$ cat src/rtl/mem_initiator_if.sv
// Control-unit request/status bus plus the RAM strobe/address/data bus of mem_initiator.
// master is the initiator's view; slave is the view of the control unit and RAM together.
interface mem_initiator_if;
  logic        req_rd;
  logic        req_wr;
  logic [31:0] addr_in;
  logic [31:0] wdata_in;
  logic        busy;
  logic        done;
  logic        err;
  logic [31:0] rdata_out;
  logic        ram_read;
  logic        ram_write;
  logic [8:0]  ram_address;
  logic [31:0] ram_wdata;
  logic [31:0] ram_rdata;

  modport master (
    input  req_rd, req_wr, addr_in, wdata_in, ram_rdata,
    output busy, done, err, rdata_out, ram_read, ram_write, ram_address, ram_wdata
  );

  modport slave (
    output req_rd, req_wr, addr_in, wdata_in, ram_rdata,
    input  busy, done, err, rdata_out, ram_read, ram_write, ram_address, ram_wdata
  );
endinterface

$ cat src/rtl/mem_initiator.sv
// Single-request RAM initiator: turns a read/write request into a timed strobe sequence
// (SETUP/ACCESS/HOLD) on a 512-word RAM and reports completion with done/err.
module mem_initiator #(
  parameter int unsigned WAIT_CYCLES = 1
) (
  input  logic            clock,
  input  logic            clear,
  mem_initiator_if.master bus
);

  typedef enum logic [2:0] {IDLE, SETUP, ACCESS, HOLD, DONE} state_t;

  localparam logic [3:0] LAST_WAIT = 4'(WAIT_CYCLES - 1);

  state_t      state, state_nxt;
  logic [3:0]  wait_cnt;
  logic        is_read;
  logic        err_flag;
  logic [8:0]  addr_q;
  logic [31:0] wdata_q;
  logic [31:0] rdata_q;

  logic addr_ok;
  logic req_any;
  logic access_end;

  assign addr_ok    = (bus.addr_in[31:9] == '0);
  assign req_any    = bus.req_rd || bus.req_wr;
  assign access_end = (state == ACCESS) && (wait_cnt == LAST_WAIT);

  // NOTE: sequential state uses non-blocking assignments so every register samples
  // pre-edge values regardless of process evaluation order.
  always_ff @(posedge clock or negedge clear) begin
    if (!clear) state <= IDLE;
    else        state <= state_nxt;
  end

  // NOTE: default first, so every path assigns state_nxt and no latch is inferred.
  always_comb begin
    state_nxt = state;
    unique case (state)
      IDLE: begin
        if (req_any) begin
          if (!addr_ok)        state_nxt = DONE;
          else if (bus.req_wr) state_nxt = SETUP;
          else                 state_nxt = ACCESS;
        end
      end
      SETUP:  state_nxt = ACCESS;
      ACCESS: if (access_end) state_nxt = is_read ? DONE : HOLD;
      HOLD:   state_nxt = DONE;
      DONE:   state_nxt = IDLE;
      default: state_nxt = IDLE;
    endcase
  end

  // Strobes and status decode only registered state, so they cannot glitch on request inputs.
  always_comb begin
    bus.busy      = (state != IDLE);
    bus.done      = (state == DONE);
    bus.err       = (state == DONE) && err_flag;
    bus.ram_read  = (state == ACCESS) && is_read;
    bus.ram_write = (state == ACCESS) && !is_read;
  end

  // Address/data capture happens only on the IDLE-exit edge, so they are stable under any strobe.
  always_ff @(posedge clock or negedge clear) begin
    if (!clear) begin
      wait_cnt <= '0;
      is_read  <= 1'b0;
      err_flag <= 1'b0;
      addr_q   <= '0;
      wdata_q  <= '0;
      rdata_q  <= '0;
    end else begin
      if (state == IDLE && req_any) begin
        is_read  <= !bus.req_wr;
        err_flag <= !addr_ok || (bus.req_rd && bus.req_wr);
        if (addr_ok) begin
          addr_q <= bus.addr_in[8:0];
          if (bus.req_wr) wdata_q <= bus.wdata_in;
        end
      end

      if (state == ACCESS && !access_end) wait_cnt <= wait_cnt + 4'd1;
      else                                wait_cnt <= '0;

      if (access_end && is_read) rdata_q <= bus.ram_rdata;
    end
  end

  assign bus.ram_address = addr_q;
  assign bus.ram_wdata   = wdata_q;
  assign bus.rdata_out   = rdata_q;

endmodule

$ cat src/flat_wrapper.sv
// flat-port wrapper written by rule: the top's interface ports become plain ports
module mem_initiator_flat 
#(
  parameter int unsigned WAIT_CYCLES = 1
)
  (clock, clear, bus_req_rd, bus_req_wr, bus_addr_in, bus_wdata_in, bus_ram_rdata, bus_busy, bus_done, bus_err, bus_rdata_out, bus_ram_read, bus_ram_write, bus_ram_address, bus_ram_wdata);
  mem_initiator_if bus_i ();
  input  logic clock;
  input  logic clear;
  input wire logic [$bits(bus_i.req_rd)-1:0] bus_req_rd;
  input wire logic [$bits(bus_i.req_wr)-1:0] bus_req_wr;
  input wire logic [$bits(bus_i.addr_in)-1:0] bus_addr_in;
  input wire logic [$bits(bus_i.wdata_in)-1:0] bus_wdata_in;
  input wire logic [$bits(bus_i.ram_rdata)-1:0] bus_ram_rdata;
  output wire logic [$bits(bus_i.busy)-1:0] bus_busy;
  output wire logic [$bits(bus_i.done)-1:0] bus_done;
  output wire logic [$bits(bus_i.err)-1:0] bus_err;
  output wire logic [$bits(bus_i.rdata_out)-1:0] bus_rdata_out;
  output wire logic [$bits(bus_i.ram_read)-1:0] bus_ram_read;
  output wire logic [$bits(bus_i.ram_write)-1:0] bus_ram_write;
  output wire logic [$bits(bus_i.ram_address)-1:0] bus_ram_address;
  output wire logic [$bits(bus_i.ram_wdata)-1:0] bus_ram_wdata;
  assign bus_i.req_rd = bus_req_rd;
  assign bus_i.req_wr = bus_req_wr;
  assign bus_i.addr_in = bus_addr_in;
  assign bus_i.wdata_in = bus_wdata_in;
  assign bus_i.ram_rdata = bus_ram_rdata;
  assign bus_busy = bus_i.busy;
  assign bus_done = bus_i.done;
  assign bus_err = bus_i.err;
  assign bus_rdata_out = bus_i.rdata_out;
  assign bus_ram_read = bus_i.ram_read;
  assign bus_ram_write = bus_i.ram_write;
  assign bus_ram_address = bus_i.ram_address;
  assign bus_ram_wdata = bus_i.ram_wdata;
  mem_initiator #(.WAIT_CYCLES(WAIT_CYCLES)) u_core (.clock(clock), .clear(clear), .bus(bus_i));
endmodule
$ cat config.mk
export PLATFORM = sky130hd
export DESIGN_NAME = mem_initiator_flat
export DESIGN_NICKNAME = d
export VERILOG_FILES = /design/src/rtl/mem_initiator_if.sv /design/src/rtl/mem_initiator.sv /design/src/flat_wrapper.sv
export SDC_FILE = /design/constraint.sdc
export NUM_CORES = 1
export LEC_CHECK = 0
export ABC_AREA = 1
export CORE_MARGIN = 5
export CORE_UTILIZATION = 40
export DETAILED_ROUTE_END_ITERATION = 7
export PLACE_DENSITY = 0.8
export SKIP_CTS_REPAIR_TIMING = 1
export SYNTH_ARGS = -nofsm -noshare
export SYNTH_HDL_FRONTEND = slang
export SYNTH_SLANG_ARGS = --single-unit
$ cat constraint.sdc
create_clock -name clock -period 2 [get_ports clock]
set_clock_uncertainty 0.2 [all_clocks]
set_input_delay 0.4 -clock clock [delete_from_list [all_inputs] [get_ports clock]]
set_output_delay 0.4 -clock clock [all_outputs]
set_load 0.05 [all_outputs]
=== Yosys cells after proc, flatten, opt, wreduce, memory -nomap -nowiden ===
Index checks and enable logic that the tools add are counted.

* Register bits after elaboration: 82
* Input port bits: 100
* Output and inout bits: 78
* Word-level logic and storage cells: 42

* Add/sub/neg operators: 1
* Equal/unequal tests: 6
* Multiplexer cells: 7
* Reductions and logical operators: 21

{| class="wikitable"
|+ Operators by type and width
! cell !! number
|-
| 23-bit zero test || 1
|-
| 3-bit two-way mux || 4
|-
| 3-bit one-hot mux with 4 select lines || 1
|-
| 1-bit logical AND || 8
|-
| 3-bit by 2-bit == test with 1-bit output, second input constant || 2
|-
| 4-bit by 1-bit adder with 4-bit output, second input constant || 1
|-
| 1-bit zero test || 4
|-
| 4-bit zero test || 1
|-
| 4-bit two-way mux || 1
|-
| 2-bit by 1-bit inequality test with 1-bit output, second input constant || 2
|-
| 2-bit AND reduction || 2
|-
| 3-bit by 1-bit == test with 1-bit output, second input constant || 1
|-
| 3-bit == test, second input constant || 1
|-
| 3-bit zero test || 1
|-
| 3-bit AND reduction || 1
|-
| 3-bit nonzero test || 1
|-
| 1-bit logical OR || 2
|-
| 2-bit two-way mux || 1
|}

=== Logic depth before layout (Yosys ltp) ===
Gate-level depths: netlist (run 1).

* Depth in word-level cells: 5
* Depth in mapped cells: 10
* Depth with buffers taken out: 10

=== Worst setup path before layout (run 1) ===
OpenSTA, ideal clock, no wires.

* Path kind: register -> output
* From: register u_core.state[1]
* To: output bus_err
* Data arrival time: 1.969 ns
* Data required time: 1.400 ns
* Setup slack: -0.569 ns
* Stages on the path, launching flop included: 2
* Path buffers: 0
* Cells stage by stage: dfrtp_1 -> nor4_1

* Longest elaborated chain between the ends: 2

{| class="wikitable"
|+ Ends and longest elaborated chain
! element !! RTL line !! RTL
|-
| start: declaration || mem_initiator.sv:15 || <nowiki>state_t state, state_nxt;</nowiki>
|-
| start signal: assignment || mem_initiator.sv:35 || <nowiki>else state <= state_nxt;</nowiki>
|-
| 3-bit == test || mem_initiator.sv:61 || <nowiki>bus.err = (state == DONE) && err_flag;</nowiki>
|-
| 1-bit logical AND || mem_initiator.sv:61 ||
|-
| end: declaration || flat_wrapper.sv:17 || <nowiki>output wire logic [$bits(bus_i.err)-1:0] bus_err;</nowiki>
|}

Every way passes these cells.

=== Worst setup path in the final report (run 1) ===
Ends and elaborated chain as after synthesis.

==> out/qor.csv, run 1 <==
stage;metric;value;unit
pwr;p_clk_share;28.4;%
pwr;internal_power;2970;uW
logic_synthesis;synth_area;0.00347;mm2
sta;finalCriticalPeriod;1960;ps
global_routing;grt_pass1_wl;14100;um
floorplanning;row_count;34;
sta;slew_headroom;73.7;%
clocking;cts-htree-levels;3;
placed_design;port_buffers;177;
logic_synthesis;synth_top_area_share;59.1;%
pwr;pwr-share-comb;29.9;%
pwr;swShare;32.5;%
sta;slew_viol_final;0;
layout;drive_gt1_share;29.6;%
min_path;min_path_type;flop to flop;
flow_run;drv_cap;0;
run_status;status;finished clean;
floorplanning;die_width;103;um
clocking;root_buffer;clkbuf_8;
layout;multiInputGateArea;0.00129;mm2
detailed_routing;drt_iter0_markers;75;
pwr;p_sw;1430;uW
worst_setup_path;cp_max_fo;5;
worst_setup_path;max_stage_delay;450;ps
worst_setup_path;critPathLaunchType;flop;
pwr;p_seq_share;41.7;%
detailed_routing;avgRoutedWirePerCell;14.4;um
worst_setup_path;path_class;flop to primary output;
clocking;insertion_delay;330;ps
sta;setup_tns;0;ps
logic_synthesis;syn_nets;426;
logic_synthesis;ys.warnings.count;0;
clocking;clk_path_buf_depth;2;
layout;diodes;0;
placed_design;hpwl;6920;um
floorplanning;top_level_ports;178;
layout;seqCellArea;0.00205;mm2
worst_setup_path;worstPathCellList;nor4_2 > buf_12;
placed_design;pre_cts_ws;-132;ps
detailed_routing;drtPass1Iterations;4;
pwr;leakagePower;0.00286;uW
clocking;clkTransAtPathRegs;90;ps
layout;post-route-util;64.5;%
worst_setup_path;crit_path_end_kind;primary output;
global_routing;grt_overflow;0;
floorplanning;die_h;103;um
global_routing;antenna_found_initial;0;
layout;synthToLayoutAreaGrowth;59.6;%
pwr;p_per_area;792;mW/mm2
logic_synthesis;synth_top_area_cell;dfrtp_1;
clocking;cts_tree;done;
sta;hold_viol_final;0;
layout;fillerInstances;685;
floorplanning;die_area;0.0107;mm2
logic_synthesis;syn_area_per_cell;10.7;um2
logic_synthesis;syn_inst;324;
clocking;cts.sink_count;82;
sta;worst_slack;37.1;ps
detailed_routing;wl;9010;um
detailed_routing;vias;2888;
logic_synthesis;seq_area_frac_synth;59.1;%
global_routing;grt_start_max_net_pins;38;
global_routing;grt_pass1_vias;2982;
pwr;vdd_drop_max;0.384;mV
floorplanning;core;0.00859;mm2
logic_synthesis;ys_seq_elements;82;
detailed_routing;drc;0;
global_routing;track_usage;16.7;%
layout;fin_nets;614;
floorplanning;start_util;40.4;%
sta;rsz0062_at_grt;yes;
placed_design;place_congestion;0.825;
detailed_routing;ant_nets;0;
worst_setup_path;cp.arrival;1360;ps
worst_setup_path;required;1400;ps
logic_synthesis;synthTopCellsByArea;dfrtp_1, mux2_4, nand2_1;
sta;period_share;98.1;%
detailed_routing;vias_per_cell;4.62;
layout;finalNonFillerCells;625;
worst_setup_path;cp_slowest_cell;dfrtp_1;
sta;fmax;0.509;GHz
sta;setup_viol;0;
sta;max_slew.worst_pin.slew;391;ps
placed_design;dp_cells;605;
logic_synthesis;yosysUniqueCellTypes;24;
clocking;cts_buffers;9;
==> registers in the layout, summed over array words and instances (netlist names) <==
| name | count |
|---|---|
| u_core.state | 3 |
| u_core.bus.ram_wdata | 32 |
| u_core.is_read | 1 |
| u_core.bus.ram_address | 9 |
| u_core.err_flag | 1 |
| u_core.wait_cnt | 4 |
| u_core.bus.rdata_out | 32 |
==> stage by stage <==
| step | total power (uW) | instance area [um2] | hold WS [ps] |
|---|---|---|---|
| after floorplan | 2570 | 3490 | -95.6 |
| after global placement | 3170 | 5290 | 148 |
| after detailed placement | 3180 | 5290 | 154 |
| after CTS | 4440 | 5500 | -230 |
| after global routing | 4580 | 5550 | 311 |
| final | 4390 | 5550 | 285 |
==> worst paths after layout <==
path / startpoint / end / slack [ps] / cells past startpoint
setup / recovery: u_core.state[1]$_DFFE_PN0P_ / bus_err / 40 / 2
hold / removal: u_core.bus.ram_wdata[9]$_DFFE_PN0P_ / u_core.bus.ram_wdata[9]$_DFFE_PN0P_ / 280 / 2
setup reg to reg: u_core.state[0]$_DFFE_PN0P_ / u_core.bus.rdata_out[22]$_DFFE_PN0P_ / 120 / 7
hold reg to reg: u_core.bus.ram_wdata[9]$_DFFE_PN0P_ / u_core.bus.ram_wdata[9]$_DFFE_PN0P_ / 280 / 2
max in group asynchronous: clear / u_core.bus.ram_wdata[7]$_DFFE_PN0P_ / 700 / 3
min in group asynchronous: clear / u_core.bus.rdata_out[30]$_DFFE_PN0P_ / 330 / 2
==> worst max-delay path: cells and delay by family, from the launching register on <==
kind	cells	cell delay, ps
buffers and inverters	1	180
DFF	1	450
and+or+nand+nor	1	400
==> cell usage after synthesis <==
| library cell | count |
|---|---|
| nand3_2 | 2 |
| inv_2 | 3 |
| o31ai_1 | 1 |
| ha_1 | 2 |
| nor4_1 | 1 |
| o21ai_0 | 2 |
| nor2_1 | 19 |
| mux2_2 | 2 |
| xnor2_1 | 1 |
| nor3_1 | 1 |
| nor2_4 | 2 |
| a21oi_1 | 7 |
| dfrtp_1 | 82 |
| nand4_1 | 1 |
| nand2_2 | 2 |
| buf_6 | 3 |
| nor2_2 | 1 |
| buf_2 | 10 |
| inv_1 | 14 |
| nand3_1 | 36 |
| mux2_4 | 30 |
| a31oi_1 | 1 |
| nand2_1 | 100 |
| clkinv_1 | 1 |
==> power by group through the flow <==
stage	Combinational (uW)	Clock, uW	Sequential (uW)
2_1_floorplan	396	0	2170
3_3_place_gp	1310	0	1850
3_5_place_dp	1320	0	1860
4_1_cts	1330	1290	1830
5_1_grt	1380	1360	1840
6_report	1310	1250	1830
==> final cells by class <==
cell class	count	area share [%]
Tap cell	108	2.44
Multi-Input combinational cell	211	23.3
Inverter	18	1.22
Sequential cell	82	37.0
Clock inverter	6	1.35
Clock buffer	10	2.48
Timing Repair Buffer	190	32.2
==> kinds of logic (layout without fill, tap and decap cells) <==
logic type,after synthesis,count (layout),synth area share [%]
simple gates,165,165,20.3
fa+ha+maj,2,2,0.720
mux,32,32,13.6
compound gates,11,11,1.69
buf+inv,31,224,4.36
flops,82,82,59.1
xor+xnor,1,1,0.252
==> routing by layer <==
layer	part of all wire, %	up-vias	track usage (%)
met3	8.6	8	4.02
met1	42	1345	21.7
met5	0	-	0
met2	48	110	27.6
li1	-	1425	-
met4	0.90	0	5.68
==> placed cells by master (no fill, tap or decap), drive strengths merged, types with 2 or more instances in the layout <==
master           n
clkbuf          10
inv             18
nand3           38
nand2          102
mux2            32
o21ai            2
dfrtp           82
ha               2
clkinv           4
nor2            22
clkdlybuf4s50   98
buf             91
a21oi            7
(Power assumes the default switching activity.)
==> run 2, diff against run 1 <==
Settings changed: PLACE_DENSITY 0.8 to 0.9.
==> out/qor.csv, run 2 (synthesis results as in run 1) <==
stage;metric;value;unit;change
clocking;insertion_delay;330;ps;about the same
floorplanning;row_count;34;;unchanged
placed_design;hpwl;7240;um;+4.6%
worst_setup_path;critPathLaunchType;flop;;
layout;final_common_cell;nand2_1;;
pwr;p_per_area;801;mW/mm2;+1.1%
layout;finalNonFillerCells;623;;-0.32%
floorplanning;core;0.00859;mm2;unchanged
floorplanning;die_width;103;um;unchanged
sta;max_slew.worst_pin.slew;419;ps;+27.6 ps
worst_setup_path;cp.arrival;1360;ps;about the same
worst_setup_path;cp_max_fo;5;;unchanged
worst_setup_path;reg2reg_depth;6;;-1
detailed_routing;vias;2904;;+0.55%
sta;fmax;0.510;GHz;+0.14%
clocking;cts.sink_count;82;;unchanged
min_path;hold_path_startpoint;u_core.bus.ram_wdata[18]$_DFFE_PN0P_;;
detailed_routing;ant_nets;0;;unchanged
clocking;clkTransAtPathRegs;70;ps;-20 ps
placed_design;port_buffers;177;;unchanged
detailed_routing;wl;9150;um;+1.6%
layout;seqCellArea;0.00205;mm2;about the same
detailed_routing;drtPass1Iterations;4;;unchanged
sta;setup_viol;0;;unchanged
global_routing;grt_pass1_wl;14200;um;+0.78%
min_path;whs_path_depth;2;;unchanged
layout;drive_gt1_share;28.7;%;-0.86 points
min_path;min_path_type;flop to flop;;
layout;diodes;0;;unchanged
layout;fin_nets;612;;-0.33%
layout;fillerInstances;679;;-0.88%
layout;multiInputGateArea;0.00128;mm2;-0.39%
sta;finalCriticalPeriod;1960;ps;-2.68 ps
sta;slew_viol_final;0;;unchanged
worst_setup_path;crit_path_end_kind;primary output;;
layout;fin_area;0.00552;mm2;-0.47%
global_routing;track_usage;17.0;%;+0.30 points
run_status;status;finished clean;;
worst_setup_path;required;1400;ps;about the same
pwr;power;4420;uW;+0.64%
floorplanning;top_level_ports;178;;unchanged
placed_design;place_congestion;0.817;;-1.1%
global_routing;grt_pass1_vias;3020;;+1.3%
placed_design;dp_cells;606;;+0.17%
layout;synthToLayoutAreaGrowth;58.8;%;
clocking;cts-htree-levels;3;;unchanged
floorplanning;die_h;103;um;unchanged
detailed_routing;avgRoutedWirePerCell;14.7;um;+2.0%
global_routing;grt_start_max_net_pins;40;;+5.3%
detailed_routing;drc;0;;unchanged
sta;setup_tns;0;ps;unchanged
clocking;root_buffer;clkbuf_8;;
worst_setup_path;rr_endpoint;u_core.bus.rdata_out[7]$_DFFE_PN0P_;;
clocking;cts_buffers;9;;unchanged
sta;slew_headroom;72.1;%;-1.6 points
pwr;vdd_drop_max;0.362;mV;-5.9%
worst_setup_path;timing.rr.start;u_core.state[0]$_DFFE_PN0P_;;
worst_setup_path;r2r_slack;230;ps;+110 ps
global_routing;grt_overflow;0;;unchanged
floorplanning;die_area;0.0107;mm2;unchanged
floorplanning;start_util;40.4;%;unchanged
min_path;min_to;u_core.bus.ram_wdata[18]$_DFFE_PN0P_;;
clocking;cts_tree;done;;
detailed_routing;vias_per_cell;4.66;;+0.88%
detailed_routing;drt_iter0_markers;57;;-24%
sta;rsz0062_at_grt;yes;;
layout;layout_common_cells;nand2_1, clkdlybuf4s50_1, dfrtp_1, buf_4, nand3_1;;
pwr;leakagePower;0.00285;uW;-0.46%
sta;period_share;98.0;%;-0.13 points
worst_setup_path;path_class;flop to primary output;;
sta;finalHoldWorstSlack;279;ps;-6.18 ps
sta;hold_viol_final;0;;unchanged
placed_design;placed_area;0.00529;mm2;about the same
flow_run;drv_cap;0;;unchanged
global_routing;antenna_found_initial;0;;unchanged
clocking;clk_path_buf_depth;2;;unchanged
run 2: worst max-delay path by stage:
| stage | to | cells after the start | from |
|---|---|---|---|
| 2_1_floorplan | bus_err | 1 | u_core.state[1]$_DFFE_PN0P_ |
| 3_3_place_gp | u_core.bus.ram_address[2]$_DFFE_PN0P_ | 10 | bus_addr_in[30] |
| 3_5_place_dp | u_core.bus.ram_wdata[15]$_DFFE_PN0P_ | 10 | bus_addr_in[24] |
| 4_1_cts | bus_ram_write | 4 | u_core.state[0]$_DFFE_PN0P_ |
| 5_1_grt | bus_ram_write | 4 | u_core.state[0]$_DFFE_PN0P_ |
| 6_report | bus_ram_write | 4 | u_core.state[0]$_DFFE_PN0P_ |
run 2: worst max-delay path, stage by stage (launching register included):
cell	delay [ps]
dfrtp_1	450
inv_2	100
nand3_2	130
nor2_2	190
buf_12	160
run 2: layout make-up:
class	count	area share, %
sequential	82	37.2
timing repair buffer	188	31.9
multi-input combinational	211	23.3
clock buffer	12	2.63
tap	108	2.45
clock inverter	4	1.36
inverter	18	1.22
run 2: metal layers:
layer	share of wire, %	wire length [um]	up-vias	track usage (%)
met5	0	0	-	0
met4	1.0	94	0	5.58
met3	11	985	10	5.57
met2	50	4530	124	29.0
met1	39	3540	1353	20.5
li1	-	-	1417	-
run 2: metrics by stage:
stage | setup slack [ps] | utilization (%)
finish | 39.8 | 64.2
global route | -35.1 | 64.2
CTS | -39.3 | 64.1
detailed placement | -84.4 | 61.5
global placement | 1.08 | 61.5
floorplan | -11.9 | -
run 2: where the power goes:
| group | total (uW) | internal (uW) | switching (uW) | leakage, uW |
|---|---|---|---|---|
| Sequential | 1830 | 1770 | 62.2 | 0.00106 |
| Clock | 1280 | 739 | 546 | 0.000103 |
| Combinational | 1310 | 565 | 741 | 0.00168 |
| Total | 4420 | 3070 | 1350 | 0.00285 |
==> RTL change (config.mk and constraints of run 2) <==
The 5 states of `state_t` get a Gray code encoding in 3 bits.
--- a/src/rtl/mem_initiator.sv
+++ b/src/rtl/mem_initiator.sv
@@ -8,7 +8,7 @@
   mem_initiator_if.master bus
 );
 
-  typedef enum logic [2:0] {IDLE, SETUP, ACCESS, HOLD, DONE} state_t;
+  typedef enum logic [2:0] {IDLE = 3'b000, SETUP = 3'b001, ACCESS = 3'b011, HOLD = 3'b010, DONE = 3'b110} state_t;
 
   localparam logic [3:0] LAST_WAIT = 4'(WAIT_CYCLES - 1);
 
Function: same outputs for any inputs over 4 cycles, from zero or initial values; so few cycles prove little.
==> RTL change against run 2 <==
- the flow now finishes with violations (setup timing)
- critical path depth stayed put
- final cell count is 12% higher
- power is 4.7% lower
- design area is 3.1% higher
- setup slack worse by 0.041 ns
- highest routed layer unchanged
- combinational power is 18% lower
- register-to-register slack better by 0.07 ns
- routed wire length is 5.0% higher
- sequential share of layout area is 1.1 points lower
- synthesized area is 6.3% higher
- sequential cell count stayed put
==> RTL change: results (changes against run 2) <==
| Metric | Value |
|---|---|
| Largest cells by area after synthesis | dfrtp_1 56%, nand2_1 15%, o21ai_2 7.6% (was dfrtp_1 59%, mux2_4 13%, nand2_1 11%) |
| First-pass GRT wire length | 15.5 mm (was 14.2 mm) |
| Drt initial violations | 114 (was 57) |
| Fin worst setup slack | -0.000744 ns (was 0.0398 ns) |
| Synth Net Count | 500 (was 426) |
| Pre-CTS setup slack | -0.154 ns (was -0.0844 ns) |
| Hold Slack | 0.278 ns (was 0.279 ns) |
| Post-synthesis sequential area ratio | 55.6% (was 59.1%) |
| Hold path startpoint | u_core.bus.ram_wdata[31]$_DFFE_PN0P_ (was u_core.bus.ram_wdata[18]$_DFFE_PN0P_) |
| Yosys cell types | 21 (was 24) |
| Met2 usage | 29.2% (was 29.0%) |
| P_sw | 1260 µW (was 1350 µW) |
| R2R Path Start | u_core.state[1]$_DFFE_PN0P_ (was u_core.state[0]$_DFFE_PN0P_) |
| Largest net degree at the start of global routing | 65 (was 40) |
| Final GP Congestion | 0.812 (was 0.817) |
| Metal2 WL | 4.85 mm (was 4.53 mm) |
| Synth Area in Compound Gates | 8.13% (was 1.69%) |
| Hold Path Sink | u_core.bus.ram_wdata[31]$_DFFE_PN0P_ (was u_core.bus.ram_wdata[18]$_DFFE_PN0P_) |
| Largest fanout on the critical path | 3 (was 5) |
| Final setup vio count | 1 (was 0) |
| Pleak | 0.00305 µW (was 0.00285 µW) |
| Critical path arrival | 1.40 ns (was 1.36 ns) |
| Outcome | complete, but fails checks (was completed) |
| Setup TNS | -0.000744 ns (was 0 ns) |
| Worst Tran Pin Value | 0.376 ns (was 0.419 ns) |
| Violated checks | setup timing |
## RTL change: through the flow
step                      cell area, µm²  std cells
after floorplan                     3700        398
after global placement              5430        681
after detailed placement            5430        681
after CTS                           5640        696
after global routing                5690        700
final                               5690        700
## RTL change: power groups by stage
| stage | logic, µW | clock network, µW | registers [µW] |
|---|---|---|---|
| 5_1_grt | 1150 | 1420 | 1820 |
| 6_report | 1080 | 1320 | 1810 |
| 4_1_cts | 1040 | 1350 | 1800 |
| 3_3_place_gp | 1020 | 0 | 1830 |
| 3_5_place_dp | 1040 | 0 | 1830 |
| 2_1_floorplan | 402 | 0 | 1970 |
## RTL change: layout make-up
type | instances | area share (%)
clock buffers | 11 | 2.49
multi-input cells | 255 | 23.2
inverters | 46 | 3.03
clock inverters | 4 | 1.30
well taps | 111 | 2.44
flip-flops and latches | 82 | 36.1
repair buffers | 191 | 31.4
